[config.mk]
export PLATFORM = sky130hd
export DESIGN_NAME = if_fetch_queue
export DESIGN_NICKNAME = d
export VERILOG_FILES = /design/src/rtl/if_fetch_queue.sv
export SDC_FILE = /design/constraint.sdc
export NUM_CORES = 1
export LEC_CHECK = 0
export ABC_AREA = 1
export BUFFER_PORTS_ARGS = -buffer_cell sky130_fd_sc_hd__buf_2
export CAP_MARGIN = 25
export CORE_AREA = 2 2 149 151
export CTS_CLUSTER_SIZE = 10
export DETAILED_ROUTE_END_ITERATION = 16
export DIE_AREA = 0 0 151 153
export PLACE_DENSITY = 0.84
export REMOVE_ABC_BUFFERS = 1
export SETUP_SLACK_MARGIN = 0.5
export SLEW_MARGIN = 20
export SYNTH_ARGS = -nofsm -noshare
export SYNTH_HDL_FRONTEND = slang
export SYNTH_SLANG_ARGS = --single-unit
[constraint.sdc]
create_clock -name clk -period 12.8 [get_ports clk]
set_input_delay 3.84 -clock clk [delete_from_list [all_inputs] [get_ports clk]]
set_output_delay 3.84 -clock clk [all_outputs]
set_load 0.03 [all_outputs]
[src/rtl/if_fetch_queue.sv]
// if_fetch_queue: sequential PC fetch with credit-limited request issue, redirect kill and an in-order response queue
module if_fetch_queue #(
  parameter int ADDR_W = 32,
  parameter int INST_W = 32,
  parameter logic [ADDR_W-1:0] RESET_PC = '0,
  parameter int PC_STEP = 4,
  parameter int FQ_DEPTH = 4
) (
  input  logic clk,
  input  logic rst,
  input  logic pc_en,
  input  logic redirect_valid,
  input  logic [ADDR_W-1:0] redirect_addr,
  output logic imem_req,
  output logic [ADDR_W-1:0] imem_addr,
  input  logic [INST_W-1:0] imem_rdata,
  output logic out_valid,
  input  logic out_ready,
  output logic [INST_W-1:0] out_inst,
  output logic [ADDR_W-1:0] out_pc,
  output logic [$clog2(FQ_DEPTH+1)-1:0] fq_count
);
  localparam int CW = $clog2(FQ_DEPTH+1);
  localparam int AW = $clog2(FQ_DEPTH);
  logic [ADDR_W-1:0] r_pc, r_tag;
  logic r_inflight;
  logic [AW-1:0] r_wp, r_rp;
  logic [CW-1:0] r_count;
  logic [INST_W-1:0] r_inst [FQ_DEPTH];
  logic [ADDR_W-1:0] r_qpc [FQ_DEPTH];
  logic [CW:0] w_used;
  logic w_req, w_push, w_pop;
  // queued entries plus the response still on its way must leave a free slot
  assign w_used = {1'b0, r_count} + (CW+1)'(r_inflight);
  assign w_req = pc_en & ~redirect_valid & ~rst & (w_used < (CW+1)'(FQ_DEPTH));
  assign w_push = r_inflight & ~redirect_valid & ~rst;
  assign w_pop = out_valid & out_ready;
  assign imem_req = w_req;
  assign imem_addr = r_pc;
  assign out_valid = r_count != '0;
  assign out_inst = r_inst[r_rp];
  assign out_pc = r_qpc[r_rp];
  assign fq_count = r_count;
  always_ff @(posedge clk) begin
    if (rst) begin
      r_pc <= RESET_PC;
      r_inflight <= 1'b0;
      r_wp <= '0;
      r_rp <= '0;
      r_count <= '0;
    end else if (redirect_valid) begin
      r_pc <= redirect_addr;
      r_inflight <= 1'b0;
      r_wp <= '0;
      r_rp <= '0;
      r_count <= '0;
    end else begin
      r_inflight <= w_req;
      r_pc <= w_req ? r_pc + ADDR_W'(PC_STEP) : r_pc;
      r_wp <= w_push ? r_wp + AW'(1) : r_wp;
      r_rp <= w_pop ? r_rp + AW'(1) : r_rp;
      r_count <= r_count + CW'(w_push) - CW'(w_pop);
    end
  end
  always_ff @(posedge clk) begin
    if (w_req) r_tag <= r_pc;
    if (w_push) begin
      r_inst[r_wp] <= imem_rdata;
      r_qpc[r_wp] <= r_tag;
    end
  end
  always_ff @(posedge clk)
    if (!rst) assert (!(w_push && r_count == CW'(FQ_DEPTH)));
endmodule
; ---- Word-level counts from Yosys, hierarchy flattened
; Memory sizes are Yosys's and may differ from the RTL's. A register that Yosys moved wholly into a read port is not among the register bits.
; Index checks and enable logic that the tools add are counted.
[op_classes]
n_bitwise = 8
reduce_logical = 3
n_lt_le_gt_ge = 1
addsub = 6
n_mux = 8
[ops]
columns = op, count
row1 = 2-to-1 mux 32 bit, 2
row2 = "adder 32 x 3 -> 32 bit, second input constant", 1
row3 = 2-to-1 mux 2 bit, 4
row4 = bitwise AND 1 bit, 6
row5 = "adder 2 x 1 -> 2 bit, second input constant", 2
row6 = adder 3 x 1 -> 4 bit, 1
row7 = "< comparator 4 x 3 -> 1 bit, second input constant", 1
row8 = adder 3 x 1 -> 3 bit, 1
row9 = nonzero test 3 bit, 1
row10 = subtractor 3 x 1 -> 3 bit, 1
row11 = 2-to-1 mux 1 bit, 2
row12 = NOT 1 bit, 2
row13 = nonzero test 2 bit, 1
row14 = OR reduction 2 bit, 1
[word_totals]
ff_bits = 72
inputBits = 69
n_memories = 2
ram_bits = 256
elab_cells = 34
output_inout_bits = 101
[mem_list]
columns = memory, depth, word_bits, rd, rd_ports_with_merged_regs, write_ports, line
row1 = r_inst, 4, 32, 1, 1, 1, 29  ; logic [INST_W-1:0] r_inst [FQ_DEPTH];
row2 = r_qpc, 4, 32, 1, 1, 1, 30  ; logic [ADDR_W-1:0] r_qpc [FQ_DEPTH];

; ---- Logic depth before layout (Yosys ltp)
; Gate-level depths: netlist of the first run.
[logic_depth]
ltp_word = 6
mapped_depth = 12
ltp_nobuf = 11

; ---- Least setup slack after synthesis of the first run
; No wires, ideal clock.
[synth_path]
kind = in2out
from = input port rst
to = output port imem_req
n_path_buf = 1
required_ps = 8960
path_slack_ps = 4358
path_stages = 4
t_arrival_ps = 4602
path_cell_list = nor2_4 nand3_2 nor2_4 buf_6
[synth_via]
elab_chain_cells = 3
[synth_lines]
columns = element, line
row1 = "start, declared", 10  ; input logic rst,
row2 = NOT 1 bit, 35  ; assign w_req = pc_en & ~redirect_valid & ~rst & (w_used < (CW+1)'(FQ_DEPTH));
row3 = bitwise AND 1 bit (2 in series), 35
row4 = "end, declared", 14  ; output logic imem_req,
; No other way between the ends.

; ---- Final worst setup path of the first run
[layout_path]
from = input port redirect_valid
to = output port imem_req
[layout_via]
elab_chain_cells = 4
[layout_lines]
columns = element, line
row1 = "start, declared", 12  ; input logic redirect_valid,
row2 = NOT 1 bit, 35
row3 = bitwise AND 1 bit (3 in series), 35
; No other way between the ends.

==> impl_metrics.yaml, run 1 <==
status:
  status: "complete, no violations"
yosys:
  netlist_area_um2: 13100
  synth_area_per_cell_um2: 11.8
  synth_xor_xnor_area_share_pct: 0.667
  netlist_instances: 1114
  ys_ff_latch: 330
  synthTopCellsByArea: "edfxtp_1 66%, dfxtp_1 6.4%, nor2_1 5.3%"
  synth-compound-area-share_pct: 9.63
  synthArstFlopShare_pct: 0
  synth.distinct_cells: 30
  yosysWarnings: 0
  synth-simple-area-share_pct: 12.7
  synth-main-ff-cell: "edfxtp_1"
  synth_most_common_cell: "edfxtp_1"
  synth_edf_count: 288
  synth_fa_ha_area_share_pct: 0.914
  synth_top_family_by_area: "simple AND/OR/NAND/NOR gates"
  synth_common_cells: "288 x edfxtp_1, 186 x nor2_1, 151 x nand2_1"
  yosysTopAreaCell: "edfxtp_1"
  synth_top_cell_area_share_pct: 65.8
  synth.mux.area_fraction_pct: 0
  ys_seq_area_share_pct: 72.2
hold_path:
  hold_path_startpoint: "r_rp[1]$_SDFFE_PP0P_"
  hold_class: "flip-flop to flip-flop"
  holdPathStages: 2
sta:
  setup_tns_ns: 0
  finClkSkew_ns: 0.0153
  maxSlewViolCount: 0
  hold_violations: 0
  fin_ws_ns: 3.45
  fin_crit_ns: 9.35
  max_clock_freq_mhz: 107
  fin_crit_sh_pct: 73.1
  setup_viol: 0
  relSlewSlack_pct: 32.8
  tightest_slew_ns: 1.01
  rsz0062_at_grt: "false"
global_route:
  grt_max_degree: 99
  grt_pass1_wl_um: 43600
  grt_pass1_vias: 8518
  grt_usage_pct: 24.6
  grt_overflow: 0
  grt_antenna_before_repair: 0
cts:
  post_cts_resized: 0
  cts_tree: "built"
  cts_made_buffers: 39
  h-tree-depth: 2
  clk_pin_slew_ns: 0.05
  worstSkewPairLatency_ns: 0.51
  cts_sinks: 330
  cts_buffer_depth: 3
  cts_hold_buf: 0
  root_buffer: "clkbuf_16"
  cts_setup_buffers: 0
worst_setup_path:
  crit_fanout: 58
  critPathKind: "input pin to primary output"
  rr_startpoint: "fq_count[1]$_SDFF_PP0_"
  critPathCaptureType: "primary output"
  rr_endpoint: "imem_addr[9]$_SDFFE_PP0P_"
  reg2reg_slack_ns: 10.46
  crit_path_start_kind: "input pin"
  cp.arrival_ns: 5.51
  worstRegToRegCells: 11
  required_ns: 8.96
floorplanning:
  num_rows: 54
  die_area_um2: 23100
  io_pins: 170
  initial_core_util_pct: 61.2
  core_um2: 21500
  fp.dieH_um: 153
  dieWidth_um: 151
placement:
  port_buffers: 169
  place.gp.congestion: 0.883
  dp_hpwl_um: 16500
  place_ws_ns: 3.48
detailed_routing:
  dr.pass1.iters: 5
  routed_wl_um: 28700
  ant_nets: 0
  drc: 0
  first_iter_violations: 819
  via_per_inst: 5.75
  wire_per_inst_um: 18.2
  vias: 9039
job:
  drv_cap: 0
pwr:
  ir_drop_mv: 0.0841
  p_leak_uw: 0.00561
  p_per_area_nw_per_um2: 147
cells_and_area:
  area.growth.synth_to_final_pct: 16.3
  n_fill_cell: 1486
  layout-drive-gt1-share_pct: 19.0
  insertedDiodeCount: 0
  nets: 1357
==> per-layer routing <==
metal | vias up | wire, um | global-route usage (%)
met3 | 56 | 2590 | 5.01
li1 | 4250 | - | -
met1 | 4294 | 11200 | 32.4
met2 | 439 | 14300 | 41.2
met5 | - | 0 | 0
met4 | 0 | 611 | 7.97
==> cells by family (layout without fill, tap and decap cells) <==
group / after synthesis / count (layout)
compound gates: 234 / 234
xor+xnor: 10 / 10
fa+ha+maj: 9 / 9
buf+inv: 122 / 301
flops: 330 / 330
simple gates: 409 / 409
==> report_power, final <==
part,switching (uW),internal [uW]
Combinational,59.8,26.2
Sequential,16.7,1180
Clock,382,581
==> stage by stage <==
step | area, um^2 | util [%] | cells | power (uW) | hold WS (ns)
floorplan | 12900 | - | 1060 | 1260 | 0.436
global placement | 14200 | 66.1 | 1518 | 1300 | 0.451
CTS | 15300 | 71.1 | 1573 | 2260 | 0.461
global route | 15300 | 71.1 | 1573 | 2310 | 0.497
finish | 15300 | 71.1 | 1573 | 2250 | 0.472
detailed placement | 14200 | 66.1 | 1518 | 1300 | 0.450
==> critical path, cell delays in order <==
cell	delay (ns)
buf_2	0.30
nor2_4	0.23
nand3_2	0.12
nor2_4	0.10
buf_4	0.53
buf_2	0.32
==> how the worst max path moves through the flow <==
stage	from	to	slack, ns	cells after the start
after floorplan	rst	imem_req	3.96	3
after global placement	redirect_valid	imem_req	3.52	6
after detailed placement	redirect_valid	imem_req	3.48	6
after CTS	redirect_valid	imem_req	3.47	6
after global routing	redirect_valid	imem_req	3.37	6
final	redirect_valid	imem_req	3.45	6
==> cell usage in the layout, fill, tap and decap left out <==
cell	n
inv_1	65
edfxtp_1	288
or2_2	1
a31oi_1	5
fa_1	1
o21ai_0	139
dfxtp_2	1
inv_6	1
nand2_1	151
clkbuf_8	1
nor2_2	7
clkbuf_16	41
nand3_2	1
nor2_1	182
o22ai_1	64
a21oi_1	18
dfxtp_1	40
xor2_1	5
a211oi_1	1
xnor2_1	5
o21ai_1	5
inv_2	2
nand3_1	48
clkbuf_1	12
ha_1	8
buf_4	9
clkinv_2	1
o21bai_1	2
nor2_4	8
nor3_1	3
nand2_2	3
buf_2	169
nand4_1	5
dfxtp_4	1
==> final cells by class <==
class | instances | area (um^2) | area share (%)
clock buffer | 54 | 1080 | 7.10
clock inverter | 1 | 8.76 | 0.0573
multi-input combinational | 662 | 3180 | 20.8
tap | 280 | 350 | 2.29
sequential | 330 | 9490 | 62.1
timing repair buffer | 178 | 913 | 5.98
inverter | 68 | 256 | 1.68
==> registers in the layout, summed over array words and instances, names as in the netlist, named ones only <==
name,count
imem_addr,32
fq_count,3
r_inst,128
r_tag,32
r_rp,2
r_inflight,1
r_qpc,128
r_wp,2
Note: power is estimated with default switching activity, not from simulation.
==> run 2, diff against run 1 <==
--- a/config.mk
+++ b/config.mk
@@ -5,14 +5,14 @@
 export SDC_FILE = /design/constraint.sdc
 export NUM_CORES = 1
 export LEC_CHECK = 0
-export ABC_AREA = 1
+export ABC_AREA = 0
 export BUFFER_PORTS_ARGS = -buffer_cell sky130_fd_sc_hd__buf_2
 export CAP_MARGIN = 25
-export CORE_AREA = 2 2 149 151
+export CORE_AREA = 2 2 151 153
 export CTS_CLUSTER_SIZE = 10
 export DETAILED_ROUTE_END_ITERATION = 16
-export DIE_AREA = 0 0 151 153
-export PLACE_DENSITY = 0.84
+export DIE_AREA = 0 0 153 155
+export PLACE_DENSITY = 0.78
 export REMOVE_ABC_BUFFERS = 1
 export SETUP_SLACK_MARGIN = 0.5
 export SLEW_MARGIN = 20
==> constraint.sdc (replaced) <==
create_clock -name clk -period 9.6 [get_ports clk]
set_input_delay 2.88 -clock clk [delete_from_list [all_inputs] [get_ports clk]]
set_output_delay 2.88 -clock clk [all_outputs]
set_load 0.03 [all_outputs]
==> run 2 against run 1 <==
  * Routed wire length decreased by 15%
  * Clock power increased by 31%
  * Worst setup slack got worse by 0.64 ns
  * Critical path depth is 2 lower
  * Sequential power increased by 33%
  * Clock-buffer cell count grew 2
  * Flip-flop and latch count is the same
  * Clock skew is 0.0040 ns lower
  * Synthesized cell count shrank 43%
  * Final area shrank 3.6%
  * Non-clock buffer count decreased by 2
  * Register-to-register slack got worse by 3.6 ns
  * Largest power group unchanged
  * Highest routed layer unchanged
==> impl_metrics.yaml, run 2 <==
status:
  status: "complete, no violations"
yosys:
  yosysWarnings: 0
  netlist_instances: 635
  synth_fa_ha_area_share_pct: 0.968
  netlist_area_um2: 12400
  synth_top_family_by_area: "multiplexers"
  synth_xor_xnor_area_share_pct: 1.76
  synth-compound-area-share_pct: 2.67
  synth-simple-area-share_pct: 4.99
  synth_most_common_cell: "edfxtp_1"
  synth.distinct_cells: 44
  yosysTopAreaCell: "edfxtp_1"
  synth_area_per_cell_um2: 19.5
  synth_top_cell_area_share_pct: 69.7
  ys_ff_latch: 330
  synth.mux.area_fraction_pct: 12.0
  synth_edf_count: 288
  synthTopCellsByArea: "edfxtp_1 70%, mux4_2 12%, dfxtp_1 6.8%"
  ys_seq_area_share_pct: 76.5
  synth_common_cells: "288 x edfxtp_1, 64 x mux4_2, 42 x dfxtp_1"
  synthArstFlopShare_pct: 0
  synth-main-ff-cell: "edfxtp_1"
cells_and_area:
  n_fill_cell: 1483
  ff_latch_area_um2: 9500
  area.growth.synth_to_final_pct: 18.8
  layout-drive-gt1-share_pct: 35.2
  mostFrequentLayoutCells: "288 x edfxtp_1, 169 x buf_2, 64 x mux4_2"
  final_util_pct: 66.3
  postLayoutCellArea_um2: 14700
  nets: 901
  insertedDiodeCount: 0
  multi_input_area_um2: 2800
  final_common_cell: "edfxtp_1"
  biggestRegsByFlops: "r_inst x128, r_qpc x128"
placement:
  port_buffers: 169
  dp_hpwl_um: 14400
  place.gp.congestion: 0.843
  dpl_cell_area_um2: 13600
sta:
  max_clock_freq_mhz: 147
  fin_crit_ns: 6.79
  setup_tns_ns: 0
  fin_crit_sh_pct: 70.8
  relSlewSlack_pct: 22.9
  setup_viol: 0
  rsz0062_at_grt: "false"
  maxSlewViolCount: 0
  finClkSkew_ns: 0.0114
  hold_violations: 0
  tightest_slew_ns: 1.15
worst_setup_path:
  reg2reg_slack_ns: 6.82
  required_ns: 6.72
  rr_endpoint: "imem_addr[31]$_SDFFE_PP0P_"
  critPathCaptureType: "primary output"
  critPathKind: "input pin to primary output"
  crit_path_start_kind: "input pin"
  cp.arrival_ns: 3.91
  worstRegToRegCells: 5
  rr_startpoint: "imem_addr[11]$_SDFFE_PP0P_"
  crit_fanout: 25
detailed_routing:
  wire_per_inst_um: 21.6
  routed_wl_um: 24300
  ant_nets: 0
  dr.pass1.iters: 5
  first_iter_violations: 445
  drc: 0
  via_per_inst: 5.86
  vias: 6590
global_route:
  grt_pass1_vias: 6684
  grt_overflow: 0
  grt_antenna_before_repair: 0
  grt_usage_pct: 20.6
  grt_pass1_wl_um: 37500
  grt_max_degree: 65
pwr:
  ir_drop_mv: 0.111
  p_per_area_nw_per_um2: 201
  power_uw: 2960
  p_leak_uw: 0.00499
floorplanning:
  initial_core_util_pct: 55.8
  fp.dieH_um: 155
  core_um2: 22200
  io_pins: 170
  die_area_um2: 23700
  num_rows: 55
  dieWidth_um: 153
cts:
  cts_tree: "built"
  cts_made_buffers: 38
  cts_sinks: 330
  h-tree-depth: 2
  cts_buffer_depth: 3
  cts_hold_buf: 0
  post_cts_resized: 0
  clk_pin_slew_ns: 0.05
  worstSkewPairLatency_ns: 0.51
  root_buffer: "clkbuf_16"
  cts_setup_buffers: 0
hold_path:
  holdPathStages: 0
  hold_path_startpoint: "imem_addr[1]$_SDFFE_PP0P_"
  hold_class: "flip-flop to flip-flop"
  min_to: "r_tag[1]$_DFFE_PP_"
job:
  drv_cap: 0
## run 2: cell types whose count changed after synthesis, sizes merged, moves of 9 or more
cell,delta
nor2,-166
o22ai,-64
mux4,+64
clkbuf,-21
xnor2,+9
o21ai,-136
nand2,-130
nand4,+10
nand3,-38
a21oi,-13
inv,-59
a211oi,+11
and3,+9
## run 2: metal layers
metal / vias to the layer above / track usage, % / wire [um]
met5: - / 0 / 0
li1: 2948 / - / -
met2: 296 / 32.9 / 11600
met4: 0 / 6.35 / 549
met3: 39 / 4.51 / 2010
met1: 3307 / 29.1 / 10100
## run 2: critical path, cell delays in order
cell and delay (ns):
buf_2 0.28, or2_4 0.40, nor2_4 0.13, buf_2 0.21
## run 2: area by class of cell
class	count	area share, %
Tap cell	285	2.42
Multi-Input combinational cell	269	19.0
Clock buffer	56	7.34
Inverter	8	0.204
Timing Repair Buffer	176	6.59
Sequential cell	330	64.4
## run 2: worst max-delay path by stage
stage | start | endpoint | slack (ns) | cells after the start
3_5_place_dp | rst | imem_req | 2.83 | 4
6_report | rst | imem_req | 2.81 | 4
5_1_grt | rst | imem_req | 2.78 | 4
3_3_place_gp | rst | imem_req | 2.86 | 4
2_1_floorplan | rst | imem_req | 1.81 | 2
4_1_cts | rst | imem_req | 2.82 | 4
## run 2: cells by family after synthesis
group                      count (synthesis)
DFF                                      330
and+or+nand+nor                          119
muxes                                     68
AOI/OAI and AO/OA                         48
buffers and inverters                     36
xor gates and xnor gates                  25
adders and majority gates                  9
## run 2: report_power, final
part	leakage, uW	internal, uW	total, uW	switching (uW)
Sequential	0.00296	1570	1600	22.1
Combinational	0.00151	35.6	102	66.7
Clock	0.000523	768	1260	495
## run 2: stage by stage
| stage | std cells | setup WS, ns | hold slack, ns |
|---|---|---|---|
| finish | 1124 | 2.81 | 0.469 |
| CTS | 1120 | 2.82 | 0.480 |
| global route | 1124 | 2.78 | 0.491 |
| detailed placement | 1064 | 2.83 | 0.462 |
| floorplan | 607 | 1.81 | 0.459 |
| global placement | 1064 | 2.86 | 0.466 |
